$ cat src/rtl/mat_vec_engine.sv
// mat_vec_engine: fetches a vector and ROWS matrix rows from word-wide memory,
// then runs ROWS parallel MACs over COLS cycles with optional accumulation.
module mat_vec_engine #(
    parameter int DATA_W = 8,
    parameter int ROWS = 8,
    parameter int COLS = 8,
    parameter int ACC_W = 24,
    parameter int ADDR_W = 32,
    localparam int IW = ROWS > 1 ? $clog2(ROWS) : 1
) (
    input  logic                     clk,
    input  logic                     rst,
    input  logic                     start,
    input  logic [ADDR_W-1:0]        base_addr,
    input  logic                     acc_mode,
    output logic                     busy,
    output logic                     done,
    output logic                     mem_read,
    output logic [ADDR_W-1:0]        mem_address,
    input  logic                     mem_waitrequest,
    input  logic [COLS*DATA_W-1:0]   mem_readdata,
    input  logic                     mem_readdatavalid,
    input  logic [IW-1:0]            res_idx,
    output logic [ACC_W-1:0]         res_data
);
    localparam int KW = $clog2(ROWS + 1);
    localparam int CW = COLS > 1 ? $clog2(COLS) : 1;

    typedef enum logic [1:0] {IDLE, FETCH, CALC, DONE} state_t;

    state_t state, state_n;
    logic [ADDR_W-1:0] base;
    logic [KW-1:0] k;
    logic [CW-1:0] c;
    logic pend, got;
    logic [COLS*DATA_W-1:0] vec;
    logic [COLS*DATA_W-1:0] row [ROWS];
    logic [ACC_W-1:0] acc [ROWS];
    logic [2*DATA_W-1:0] prod [ROWS];

    assign got = state == FETCH && pend && mem_readdatavalid;

    always_ff @(posedge clk)
        state <= rst ? IDLE : state_n;

    always_comb
        state_n = (state == IDLE && start) ? FETCH :
                  (got && k == KW'(ROWS)) ? CALC :
                  (state == CALC && c == CW'(COLS - 1)) ? DONE :
                  (state == DONE) ? IDLE : state;

    always_comb begin
        busy = state != IDLE;
        done = state == DONE;
    end

    // full-width product so the ACC_W cast only zero-extends or truncates
    always_comb
        for (int r = 0; r < ROWS; r++)
            prod[r] = {{DATA_W{1'b0}}, row[r][c*DATA_W +: DATA_W]} * {{DATA_W{1'b0}}, vec[c*DATA_W +: DATA_W]};

    always_comb
        res_data = (int'(res_idx) < ROWS) ? acc[res_idx] : '0;

    always_ff @(posedge clk) begin
        if (rst) begin
            mem_read <= 1'b0;
            mem_address <= '0;
            base <= '0;
            k <= '0;
            c <= '0;
            pend <= 1'b0;
            vec <= '0;
            for (int r = 0; r < ROWS; r++) begin
                row[r] <= '0;
                acc[r] <= '0;
            end
        end else begin
            if (state == IDLE && start) begin
                base <= base_addr;
                k <= '0;
                c <= '0;
                mem_read <= 1'b1;
                mem_address <= base_addr;
                if (!acc_mode)
                    for (int r = 0; r < ROWS; r++)
                        acc[r] <= '0;
            end
            if (state == FETCH && mem_read && !mem_waitrequest) begin
                mem_read <= 1'b0;
                pend <= 1'b1;
            end
            if (got) begin
                pend <= 1'b0;
                if (k == '0)
                    vec <= mem_readdata;
                for (int r = 0; r < ROWS; r++)
                    if (k == KW'(r + 1))
                        row[r] <= mem_readdata;
                if (k != KW'(ROWS)) begin
                    k <= k + KW'(1);
                    mem_read <= 1'b1;
                    mem_address <= base + ADDR_W'(k) + ADDR_W'(1);
                end
            end
            if (state == CALC) begin
                c <= c + CW'(1);
                for (int r = 0; r < ROWS; r++)
                    acc[r] <= acc[r] + ACC_W'(prod[r]);
            end
        end
    end
endmodule

$ cat config.mk
export PLATFORM = sky130hd
export DESIGN_NAME = mat_vec_engine
export DESIGN_NICKNAME = d
export VERILOG_FILES = /design/src/rtl/mat_vec_engine.sv
export SDC_FILE = /design/constraint.sdc
export NUM_CORES = 2
export LEC_CHECK = 0
export ABC_AREA = 1
export CORE_MARGIN = 1
export CORE_UTILIZATION = 45
export DETAILED_ROUTE_END_ITERATION = 12
export PLACE_DENSITY = 0.66
export SYNTH_ARGS = -nofsm -noshare
export SYNTH_HDL_FRONTEND = slang
export SYNTH_SLANG_ARGS = --single-unit
$ cat constraint.sdc
create_clock -name clk -period 9.7 [get_ports clk]
set_input_delay 1.94 -clock clk [delete_from_list [all_inputs] [get_ports clk]]
set_output_delay 1.94 -clock clk [all_outputs]
set_load 0.05 [all_outputs]
==> flow_summary.ini <==
[cells_and_area]
syn2layout_area_growth_pct = 9.853
drive_above_1_share = 0.04351
fin_util = 0.4993
finalNonFillerCells = 8904
final_area_um2 = 65720
layout.nets = 7918

[pwr]
p_clk_frac = 0.414
pwr-share-seq = 0.487
power.internal_w = 0.006269
p_sw_frac = 0.2627
p_sw_w = 0.002234
ir_drop_mv = 0.1472
power_density_nw_per_um2 = 129.4
p_comb_frac = 0.098
leakage_nw = 28.87

[logic_synthesis]
synth-seq-cells = 843
synth_fa_ha_area_frac = 0.2049
synth.avg_cell_area_um2 = 8.470
synth_mux_area_frac = 0
yosysSeqAreaShare = 0.3959
synthSimpleGateAreaFrac = 0.1794
synth.distinct_cells = 45
ys_async_sr_fraction = 0
syn_area_um2 = 59820
ys.flop_type = edfxtp_1
yosysWarnings = 0
synth_edf_count = 680
synth.net_count = 7907
synth_top_family_by_area = adder cells
synthCells = 7063
synth_compound_area_frac = 0.1112
synth_xor_area_frac = 0.001757

[placed_design]
gp_congestion = 0.9558
place_area_um2 = 62750
dpl.hpwl_um = 128600
post-place-cells = 8734
portBuffers = 163

[worst_setup_path]
reg2reg_depth = 24
regToRegSetupSlack_ns = 2.47
endpoint_kind = flip-flop
required_ns = 10.09
worstReg2RegEnd = acc[2][21]
r2r_start = c[1]
path_class = reg2reg
crit_fanout = 57
start_kind = flip-flop
cp.arrival_ns = 7.63

[routing]
first_pass_iters = 6
drc_errors = 0
wl_per_cell_um = 20.16
drt-total-wl_um = 179500
drt-initial-drc-count = 5073
vias = 48500
vias_per_cell = 5.447
drtAntennaViolNets = 0

[clock_tree]
holdBufCountCts = 0
cts_tree = built
clock_path_buffers = 3
post_cts_buffers = 0
cts.sinks = 843
h-tree-depth = 3
cts_made_buffers = 93
clkTransAtPathRegs_ns = 0.06
clock_latency_ns = 0.72
cts_resized = 0
root_buffer = clkbuf_16

[floorplan]
start_util = 0.4545
die_h_um = 366.6
fp-row-count = 133
core-area_um2 = 131600
fp.dieW_um = 366.6
ioPinCount = 164
die_area_um2 = 134400

[sta]
timing.fmax_mhz = 138.2
slew_headroom = -0.01475
period_share = 0.7459
finClkSkew_ns = 0.05798
rsz0062_at_grt = false
worstMarginPinSlew_ns = 1.522
setup_viol = 0
slew_viol_final = 14
setup_tns_ns = 0
period_needed_ns = 7.235
final-hold-violation-count = 0
whs_ns = 0.4856

[job]
max_cap_viol_count = 1

[grt]
antenna_found_initial = 2
grt_max_degree = 128
grt_pass1_vias = 47060
grt_pass1_wl_um = 276500
grt_usage = 0.2663
gr-total-overflow = 0

[min_path]
hold_start = base[3]
min_to = base[3]
hp-class = reg2reg
worstHoldPathCells = 2

[outcome]
status = complete, but fails checks
violations = max-capacitance violations, max-slew violations
-- worst max-delay path by stage --
stage / from / endpoint / slack, ns
floorplan: mem_readdatavalid / row[1][128] / 2.23
global placement: res_idx[1] / res_data[8] / 2.69
detailed placement: res_idx[1] / res_data[12] / 2.64
CTS: res_idx[1] / res_data[12] / 2.63
global route: c[1] / acc[3][21] / 2.17
finish: c[1] / acc[2][21] / 2.47
-- kinds of logic after synthesis --
| family | after synthesis |
|---|---|
| simple gates | 2707 |
| buf+inv | 1612 |
| compound gates | 1150 |
| flops | 843 |
| fa+ha+maj | 739 |
| xor+xnor | 12 |
-- power groups by stage --
stage / combinational, W / sequential, W / clock, W
global route: 0.000917 / 0.00415 / 0.00370
global placement: 0.000821 / 0.00421 / 0
floorplan: 0.000485 / 0.00422 / 0
detailed placement: 0.000831 / 0.00422 / 0
finish: 0.000837 / 0.00414 / 0.00352
CTS: 0.000834 / 0.00414 / 0.00357
-- routing by layer --
layer | wire [um] | global-route usage | vias to the layer above
met5 | 13 | 0 | -
met1 | 77060 | 0.3729 | 23410
li1 | - | - | 22680
met4 | 9083 | 0.1194 | 2
met3 | 14610 | 0.03971 | 326
met2 | 78770 | 0.4082 | 2076
-- critical path, cell delays in order, from the launching register on --
cell and delay (ns):
dfxtp_4 0.74, buf_4 0.47, o21ai_0 0.15, o32ai_1 0.14
inv_1 0.08, o21ai_2 1.08, inv_2 0.02, buf_4 0.42
nor2_1 0.28, fa_1 0.47, fa_1 0.50, fa_1 0.49
inv_1 0.05, fa_1 0.48, inv_1 0.05, ha_1 0.36
nand2_1 0.13, nor2_1 0.12, nand2_1 0.06, nand2_1 0.18
nand3_1 0.12, nand2_1 0.16, nand2_1 0.08, nand2_1 0.06
a21oi_1 0.06
-- final cells by class --
class | count | area [um^2]
antenna | 1 | 2.502
clock buffer | 120 | 2470
clock inverter | 49 | 496.7
fill | 12400 | 65910
inverter | 1308 | 4936
multi-input combinational | 4608 | 29830
sequential | 843 | 23690
tap | 1755 | 2196
timing repair buffer | 220 | 2092
-- cell usage after synthesis (56+ instances only) --
library cell     n  area share
nor2_1        1495       0.094
ha_1           338       0.071
dfxtp_1        163       0.055
o32ai_1        144       0.021
nand2_1        875       0.055
edfxtp_1       680        0.34
fa_1           401        0.13
clkbuf_1       166       0.010
inv_1         1284       0.081
buf_2           56      0.0047
a21oi_1        445       0.037
nand3_1        209       0.017
o21ai_0        369       0.031
-- metrics by stage --
stage / setup slack, ns / total power (W)
after floorplan: 2.234 / 0.004706
after global placement: 2.688 / 0.005034
after detailed placement: 2.645 / 0.005048
after CTS: 2.629 / 0.008546
after global routing: 2.169 / 0.008775
final: 2.465 / 0.008503
-- layout by cell type (no fill, tap or decap), types with 18 or more instances in the layout --
cell type,synthesis,final
a21o_1,21,21
a21oi_1,445,445
a31oi_1,31,31
buf_4,29,56
clkbuf_1,166,24
clkbuf_16,0,94
clkdlybuf4s50_1,0,161
clkinv_1,0,21
dfxtp_1,163,161
edfxtp_1,680,680
fa_1,401,401
ha_1,338,338
inv_1,1284,1276
inv_2,20,25
nand2_1,875,864
nand3_1,209,207
nand4_1,18,18
nor2_1,1495,1494
nor3_1,38,38
o21ai_0,369,369
o21ai_1,48,45
o21ai_2,22,23
o22ai_1,38,38
o32ai_1,144,144
or2_2,47,47
-- sequential cells by signal (all words and copies together), names as in the netlist --
signal,flops
base,32
mem_address,32
pend,1
state,2
row,512
acc,192
vec,64
c,3
k,4
mem_read,1
No activity file was read; power rests on OpenSTA's default activity.
